<file path="src/rtl/mc_ctrl_pkg.sv">
// Shared encodings for the multi-cycle controller: states, opcodes, select codes, decode classes.
// MC_JAL_EN (when defined) enables jal/jr; the encodings themselves do not change.
package mc_ctrl_pkg;

  typedef enum logic [2:0] {
    S_FETCH  = 3'd0,
    S_DECODE = 3'd1,
    S_EXEC   = 3'd2,
    S_MEM    = 3'd3,
    S_WB     = 3'd4
  } state_t;

  localparam logic [5:0] OP_RTYPE = 6'h00;
  localparam logic [5:0] OP_J     = 6'h02;
  localparam logic [5:0] OP_JAL   = 6'h03;
  localparam logic [5:0] OP_BEQ   = 6'h04;
  localparam logic [5:0] OP_ORI   = 6'h0d;
  localparam logic [5:0] OP_LUI   = 6'h0f;
  localparam logic [5:0] OP_LW    = 6'h23;
  localparam logic [5:0] OP_SW    = 6'h2b;

  localparam logic [5:0] FN_JR    = 6'h08;
  localparam logic [5:0] FN_ADDU  = 6'h21;
  localparam logic [5:0] FN_SUBU  = 6'h23;

  localparam logic [1:0] ext_0    = 2'd0;
  localparam logic [1:0] ext_sign = 2'd1;
  localparam logic [1:0] ext_lui  = 2'd2;

  localparam logic [2:0] ALU_ADD   = 3'd0;
  localparam logic [2:0] ALU_SUB   = 3'd1;
  localparam logic [2:0] ALU_OR    = 3'd2;
  localparam logic [2:0] ALU_PASSB = 3'd3;

  localparam logic [1:0] PC_SEQ = 2'd0;
  localparam logic [1:0] PC_BR  = 2'd1;
  localparam logic [1:0] PC_JMP = 2'd2;
  localparam logic [1:0] PC_REG = 2'd3;

  localparam logic [1:0] DST_RD = 2'd0;
  localparam logic [1:0] DST_RT = 2'd1;
  localparam logic [1:0] DST_RA = 2'd2;

  localparam logic [1:0] SRC_ALU = 2'd0;
  localparam logic [1:0] SRC_MEM = 2'd1;
  localparam logic [1:0] SRC_PC4 = 2'd2;

  // one-hot instruction class bit positions
  localparam int C_ADDU = 0;
  localparam int C_SUBU = 1;
  localparam int C_ORI  = 2;
  localparam int C_LUI  = 3;
  localparam int C_LW   = 4;
  localparam int C_SW   = 5;
  localparam int C_BEQ  = 6;
  localparam int C_J    = 7;
  localparam int C_JAL  = 8;
  localparam int C_JR   = 9;
  localparam int C_NOP  = 10;
  localparam int NCLS   = 11;

  typedef logic [NCLS-1:0] cls_t;

endpackage

</file>
<file path="src/rtl/mc_ctrl_if.sv">
// Controller <-> datapath bundle: IR fields and ALU flag in, control/select/write-enables out.
interface mc_ctrl_if;
  import mc_ctrl_pkg::*;

  logic [5:0] opcode;
  logic [5:0] funct;
  logic       alu_zero;
  logic       pc_we;
  logic [1:0] pc_sel;
  logic       ir_we;
  logic [1:0] ext_mod;
  logic [2:0] alu_op;
  logic       alu_srcb;
  logic       mem_we;
  logic       reg_we;
  logic [1:0] reg_dst;
  logic [1:0] reg_src;
  logic       instr_done;

  modport master (
    input  opcode, funct, alu_zero,
    output pc_we, pc_sel, ir_we, ext_mod, alu_op, alu_srcb,
           mem_we, reg_we, reg_dst, reg_src, instr_done
  );

  modport slave (
    output opcode, funct, alu_zero,
    input  pc_we, pc_sel, ir_we, ext_mod, alu_op, alu_srcb,
           mem_we, reg_we, reg_dst, reg_src, instr_done
  );
endinterface

</file>
<file path="src/rtl/mc_decode.sv">
// {opcode,funct} -> one-hot instruction class; exactly one bit is always set.
// MC_JAL_EN defined: jal/jr get their own classes, otherwise they fall into C_NOP.
module mc_decode
  import mc_ctrl_pkg::*;
(
  input  logic [5:0] opcode,
  input  logic [5:0] funct,
  output cls_t       cls
);

  always_comb begin
    cls = '0;
    unique case (opcode)
      OP_RTYPE: begin
        unique case (funct)
          FN_ADDU: cls[C_ADDU] = 1'b1;
          FN_SUBU: cls[C_SUBU] = 1'b1;
`ifdef MC_JAL_EN
          FN_JR:   cls[C_JR]   = 1'b1;
`endif
          // includes sll/all-zero IR, which deliberately run as nop
          default: cls[C_NOP]  = 1'b1;
        endcase
      end
      OP_J:    cls[C_J]   = 1'b1;
`ifdef MC_JAL_EN
      OP_JAL:  cls[C_JAL] = 1'b1;
`endif
      OP_BEQ:  cls[C_BEQ] = 1'b1;
      OP_ORI:  cls[C_ORI] = 1'b1;
      OP_LUI:  cls[C_LUI] = 1'b1;
      OP_LW:   cls[C_LW]  = 1'b1;
      OP_SW:   cls[C_SW]  = 1'b1;
      default: cls[C_NOP] = 1'b1;
    endcase
  end

endmodule

</file>
<file path="src/rtl/mc_ctrl.sv">
// Multi-cycle control FSM: FETCH/DECODE/EXEC/MEM/WB sequencing with combinational control outputs.
// MC_JAL_EN enables jal/jr (handled in mc_decode; this file needs no guard of its own).
module mc_ctrl
  import mc_ctrl_pkg::*;
(
  input  logic      clk,
  input  logic      reset,
  mc_ctrl_if.master bus
);

  cls_t   cls;
  state_t state;

  logic       pc_we_c, ir_we_c, mem_we_c, reg_we_c, done_c, srcb_c;
  logic [1:0] pc_sel_c, ext_c, dst_c, src_c;
  logic [2:0] alu_c;

  mc_decode u_dec (
    .opcode (bus.opcode),
    .funct  (bus.funct),
    .cls    (cls)
  );

  always_ff @(posedge clk) begin
    if (reset) state <= S_FETCH;
    else begin
      unique case (state)
        S_FETCH:  state <= S_DECODE;
        S_DECODE: begin
          if (cls[C_JAL])                            state <= S_WB;
          else if (cls[C_J] | cls[C_JR] | cls[C_NOP]) state <= S_FETCH;
          else                                       state <= S_EXEC;
        end
        S_EXEC: begin
          if (cls[C_LW] | cls[C_SW]) state <= S_MEM;
          else if (cls[C_BEQ])       state <= S_FETCH;
          else                       state <= S_WB;
        end
        S_MEM:    state <= cls[C_LW] ? S_WB : S_FETCH;
        S_WB:     state <= S_FETCH;
        default:  state <= S_FETCH;
      endcase
    end
  end

  always_comb begin
    pc_we_c  = 1'b0;
    pc_sel_c = PC_SEQ;
    ir_we_c  = 1'b0;
    ext_c    = ext_0;
    alu_c    = ALU_ADD;
    srcb_c   = 1'b0;
    mem_we_c = 1'b0;
    reg_we_c = 1'b0;
    dst_c    = DST_RD;
    src_c    = SRC_ALU;
    done_c   = 1'b0;
    unique case (state)
      S_FETCH: begin
        ir_we_c = 1'b1;
        pc_we_c = 1'b1;
      end
      S_DECODE: begin
        if (cls[C_J] | cls[C_JAL]) begin
          pc_we_c  = 1'b1;
          pc_sel_c = PC_JMP;
          done_c   = cls[C_J];
        end else if (cls[C_JR]) begin
          pc_we_c  = 1'b1;
          pc_sel_c = PC_REG;
          done_c   = 1'b1;
        end else if (cls[C_NOP]) begin
          done_c   = 1'b1;
        end
      end
      S_EXEC: begin
        if (cls[C_SUBU] | cls[C_BEQ]) alu_c = ALU_SUB;
        if (cls[C_ORI]) begin
          srcb_c = 1'b1;
          alu_c  = ALU_OR;
        end
        if (cls[C_LUI]) begin
          ext_c  = ext_lui;
          srcb_c = 1'b1;
          alu_c  = ALU_PASSB;
        end
        if (cls[C_LW] | cls[C_SW]) begin
          ext_c  = ext_sign;
          srcb_c = 1'b1;
        end
        // branch decision uses the flag of the compare computed this same cycle
        if (cls[C_BEQ]) begin
          pc_we_c  = bus.alu_zero;
          pc_sel_c = PC_BR;
          done_c   = 1'b1;
        end
      end
      S_MEM: begin
        if (cls[C_SW]) begin
          mem_we_c = 1'b1;
          done_c   = 1'b1;
        end
      end
      S_WB: begin
        reg_we_c = 1'b1;
        done_c   = 1'b1;
        if (cls[C_JAL])                     dst_c = DST_RA;
        else if (!(cls[C_ADDU] | cls[C_SUBU])) dst_c = DST_RT;
        if (cls[C_LW])       src_c = SRC_MEM;
        else if (cls[C_JAL]) src_c = SRC_PC4;
      end
      default: ;
    endcase
  end

  // reset suppresses every architectural write, so an abandoned instruction leaves no trace
  assign bus.pc_we      = pc_we_c  & ~reset;
  assign bus.ir_we      = ir_we_c  & ~reset;
  assign bus.mem_we     = mem_we_c & ~reset;
  assign bus.reg_we     = reg_we_c & ~reset;
  assign bus.instr_done = done_c   & ~reset;
  assign bus.pc_sel     = pc_sel_c;
  assign bus.ext_mod    = ext_c;
  assign bus.alu_op     = alu_c;
  assign bus.alu_srcb   = srcb_c;
  assign bus.reg_dst    = dst_c;
  assign bus.reg_src    = src_c;

endmodule

</file>
<file path="src/flat_wrapper.sv">
// flat-port wrapper written by rule: the top's interface ports become plain ports
module mc_ctrl_flat import mc_ctrl_pkg::*;
  (clk, reset, bus_opcode, bus_funct, bus_alu_zero, bus_pc_we, bus_pc_sel, bus_ir_we, bus_ext_mod, bus_alu_op, bus_alu_srcb, bus_mem_we, bus_reg_we, bus_reg_dst, bus_reg_src, bus_instr_done);
  mc_ctrl_if bus_i ();
  input  logic clk;
  input  logic reset;
  input wire logic [$bits(bus_i.opcode)-1:0] bus_opcode;
  input wire logic [$bits(bus_i.funct)-1:0] bus_funct;
  input wire logic [$bits(bus_i.alu_zero)-1:0] bus_alu_zero;
  output wire logic [$bits(bus_i.pc_we)-1:0] bus_pc_we;
  output wire logic [$bits(bus_i.pc_sel)-1:0] bus_pc_sel;
  output wire logic [$bits(bus_i.ir_we)-1:0] bus_ir_we;
  output wire logic [$bits(bus_i.ext_mod)-1:0] bus_ext_mod;
  output wire logic [$bits(bus_i.alu_op)-1:0] bus_alu_op;
  output wire logic [$bits(bus_i.alu_srcb)-1:0] bus_alu_srcb;
  output wire logic [$bits(bus_i.mem_we)-1:0] bus_mem_we;
  output wire logic [$bits(bus_i.reg_we)-1:0] bus_reg_we;
  output wire logic [$bits(bus_i.reg_dst)-1:0] bus_reg_dst;
  output wire logic [$bits(bus_i.reg_src)-1:0] bus_reg_src;
  output wire logic [$bits(bus_i.instr_done)-1:0] bus_instr_done;
  assign bus_i.opcode = bus_opcode;
  assign bus_i.funct = bus_funct;
  assign bus_i.alu_zero = bus_alu_zero;
  assign bus_pc_we = bus_i.pc_we;
  assign bus_pc_sel = bus_i.pc_sel;
  assign bus_ir_we = bus_i.ir_we;
  assign bus_ext_mod = bus_i.ext_mod;
  assign bus_alu_op = bus_i.alu_op;
  assign bus_alu_srcb = bus_i.alu_srcb;
  assign bus_mem_we = bus_i.mem_we;
  assign bus_reg_we = bus_i.reg_we;
  assign bus_reg_dst = bus_i.reg_dst;
  assign bus_reg_src = bus_i.reg_src;
  assign bus_instr_done = bus_i.instr_done;
  mc_ctrl u_core (.clk(clk), .reset(reset), .bus(bus_i));
endmodule
</file>
<file path="config.mk">
export PLATFORM = sky130hd
export DESIGN_NAME = mc_ctrl_flat
export DESIGN_NICKNAME = d
export VERILOG_FILES = /design/src/rtl/mc_ctrl_pkg.sv /design/src/rtl/mc_ctrl_if.sv /design/src/rtl/mc_decode.sv /design/src/rtl/mc_ctrl.sv /design/src/flat_wrapper.sv
export SDC_FILE = /design/constraint.sdc
export NUM_CORES = 1
export LEC_CHECK = 0
export BUFFER_PORTS_ARGS = -buffer_cell sky130_fd_sc_hd__buf_2
export CORE_MARGIN = 3
export CORE_UTILIZATION = 30
export DETAILED_ROUTE_END_ITERATION = 10
export PLACE_DENSITY = 0.63
export SYNTH_ARGS = -nofsm -noshare
export SYNTH_HDL_FRONTEND = slang
export SYNTH_SLANG_ARGS = --single-unit
</file>
<file path="constraint.sdc">
create_clock -name clk -period 2.1 [get_ports clk]
set_clock_uncertainty 0.15 [all_clocks]
set_input_delay 0.42 -clock clk [delete_from_list [all_inputs] [get_ports clk]]
set_output_delay 0.42 -clock clk [all_outputs]
set_load 0.02 [all_outputs]
</file>
==> flow_metrics.env <==
export IMPL_critPathMaxFanout=3
export IMPL_fmax_mhz=420
export IMPL_rsz0062_at_grt="yes"
export IMPL_fin_tns_setup_ns=-0.688
export IMPL_crit_start="bus_opcode[0]"
export IMPL_cts_reportedPaths_clkPinSlew_ns=0.04
export IMPL_wire_per_inst_um=15.3
export IMPL_timing_final_crit_share=1.13
export IMPL_viasPerCell=5.41
export IMPL_critPathArrivalTime_ns=1.81
export IMPL_grt_total_usage=0.197
export IMPL_synth_seq_cells=3
export IMPL_drt_pass1_iterations=4
export IMPL_grt_pass1_wl_mm=2.95
export IMPL_r2r_cells=4
export IMPL_hp_start="reset"
export IMPL_post_place_ws_ns=-0.249
export IMPL_critical_path_class="in -> out"
export IMPL_top_regs="u_core.state x3"
export IMPL_syn_area_um2=450
export IMPL_synth_ff_type="dfxtp_1"
export IMPL_min_to="u_core.state[2]"
export IMPL_largest_reg_flops=3
export IMPL_r2r_setup_slack_ns=0.74
export IMPL_tritoncts="yes"
export IMPL_die_h_um=44.8
export IMPL_first_iter_violations=48
export IMPL_globalplace_congestion=0.754
export IMPL_row_count=13
export IMPL_layout_cells_non_filler=127
export IMPL_wirelength_mm=1.95
export IMPL_grt_pass1_vias=641
export IMPL_vdd_drop_max_mv=0.157
export IMPL_yosysTopAreaCell="dfxtp_1"
export IMPL_dieWidth_um=44.8
export IMPL_die_area_um2=2000
export IMPL_antenna_found_initial=0
export IMPL_pin_count=32
export IMPL_cts_buffer_depth=2
export IMPL_ys_seq_area_frac=0.133
export IMPL_synth_area_per_cell_um2=7.38
export IMPL_maxCapViolCount=0
export IMPL_clk_latency_ns=0.25
export IMPL_violations="negative setup slack"
export IMPL_regMostFlops="u_core.state"
export IMPL_htree_levels=1
export IMPL_fin_crit_ns=2.38
export IMPL_grt_overflow=0
export IMPL_power_uw=292
export IMPL_finalMaxSlewViolations=0
export IMPL_synth_top_cell_area_share=0.133
export IMPL_grt_max_degree=8
export IMPL_pwr_density_cell_nw_per_um2=320
export IMPL_required_ns=1.53
export IMPL_setup_viol=4
export IMPL_final_nets=128
export IMPL_yosysWarnings=0
export IMPL_nFillCells=111
export IMPL_vias=687
export IMPL_synthArstFlopShare=0
export IMPL_hold_depth=4
export IMPL_core_area_um2=1350
export IMPL_io_buffers=28
export IMPL_cts_inserted_buffers=3
export IMPL_drc_errors=0
export IMPL_initial_core_util=0.334
export IMPL_antenna_cells=0
export IMPL_synth_edf_count=0
export IMPL_status="finished, violations left"
export IMPL_drive_gt1_frac=0.679
export IMPL_worst_slack_ns=-0.280
export IMPL_leakage_uw=0.000420
export IMPL_area_growth_pct=103
export IMPL_hold_viol=0
export IMPL_dpl_hpwl_mm=1.28
export IMPL_dp_cells=122
export IMPL_timing_rr_start="u_core.state[0]"
export IMPL_cp_end_kind="output port"
export IMPL_root_buffer="clkbuf_4"
export IMPL_cp_start_kind="primary input"
export IMPL_reg2reg_to="u_core.state[0]"
export IMPL_synth_area_top_cells="dfxtp_1 (13%), nor2_1 (9.2%), buf_4 (6.7%), nand4b_1 (5.8%), nor4_4 (4.7%)"
export IMPL_netlist_instances=61
export IMPL_clkSinkCount=3
export IMPL_synth_cell_types=34
export IMPL_final_antenna_net_count=0
export IMPL_hold_path_class="in -> reg"
-- logic make-up after synthesis --
family,Yosys count,share of synthesized area
AOI/OAI and AO/OA,13,0.197
buffers and inverters,7,0.0944
DFF,3,0.133
other,1,0.00833
and+or+nand+nor,37,0.567
-- layer usage --
layer	wire length, µm	part of all wire	GRT usage
met1	796	0.41	0.241
met2	971	0.50	0.344
met3	161	0.083	0.0398
met4	20	0.010	0.0542
met5	0	0	0
-- power breakdown --
part           total, µW  leakage (µW)  internal, µW  switching (µW)
clock                114     0.0000150          72.0            42.1
sequential          61.7     0.0000257          59.4            2.23
combinational        116      0.000379          59.0            57.2
-- repair_timing --
action	CTS	global route
resized for setup	16	18
hold buffers	0	0
buffers inserted	1	0
endpoints found under the setup margin	8	10
pin swaps	8	6
-- worst max-delay path by stage --
stage	endpoint	slack, ns	cells past startpoint
finish	bus_alu_op[0]	-0.28	6
global route	bus_alu_op[0]	-0.31	6
CTS	bus_alu_op[0]	-0.22	6
detailed placement	bus_alu_op[0]	-0.25	6
global placement	bus_alu_op[0]	-0.22	6
floorplan	bus_instr_done	-0.19	4
-- critical path: stages --
cell and delay, ns:
buf_2 0.11, or4_4 0.57, nor4_4 0.32, a222oi_1 0.16
nor2_2 0.11, buf_6 0.12
-- placed cells by master (no fill, tap or decap), drive strengths merged, types with 2 or more instances in the layout --
cell    count
a21oi       4
and4b       2
buf        51
clkbuf      4
conb        3
dfxtp       3
nand2       4
nand3b      2
nand4b      3
nor2       11
nor3        2
nor4        4
o21a        2
o21ai       2
or3b        2
-- cells in the mapped netlist (2+ instances only) --
cell type and number:
nor2_1 11, a21oi_1 4, buf_4 4, nand2_1 4, dfxtp_1 3, nand4b_1 3
nand3b_1 2, nor3_1 2, nor4_1 2, o21a_1 2
-- cell type report --
class	count	area [µm²]	area share
Multi-Input combinational cell	53	433	0.474
Timing Repair Buffer	51	368	0.403
Sequential cell	3	63.8	0.0699
Clock buffer	4	26.3	0.0288
Tap cell	15	18.8	0.0205
Inverter	1	3.75	0.00411
-- per-stage QoR --
| stage | instance area, µm² | util | hold WS [ns] |
|---|---|---|---|
| floorplan | 475 | - | 0.424 |
| global placement | 761 | 0.563 | 0.493 |
| detailed placement | 761 | 0.563 | 0.497 |
| CTS | 847 | 0.627 | 0.375 |
| global route | 913 | 0.677 | 0.440 |
| finish | 913 | 0.677 | 0.420 |
No activity file was read; power rests on OpenSTA's default activity.
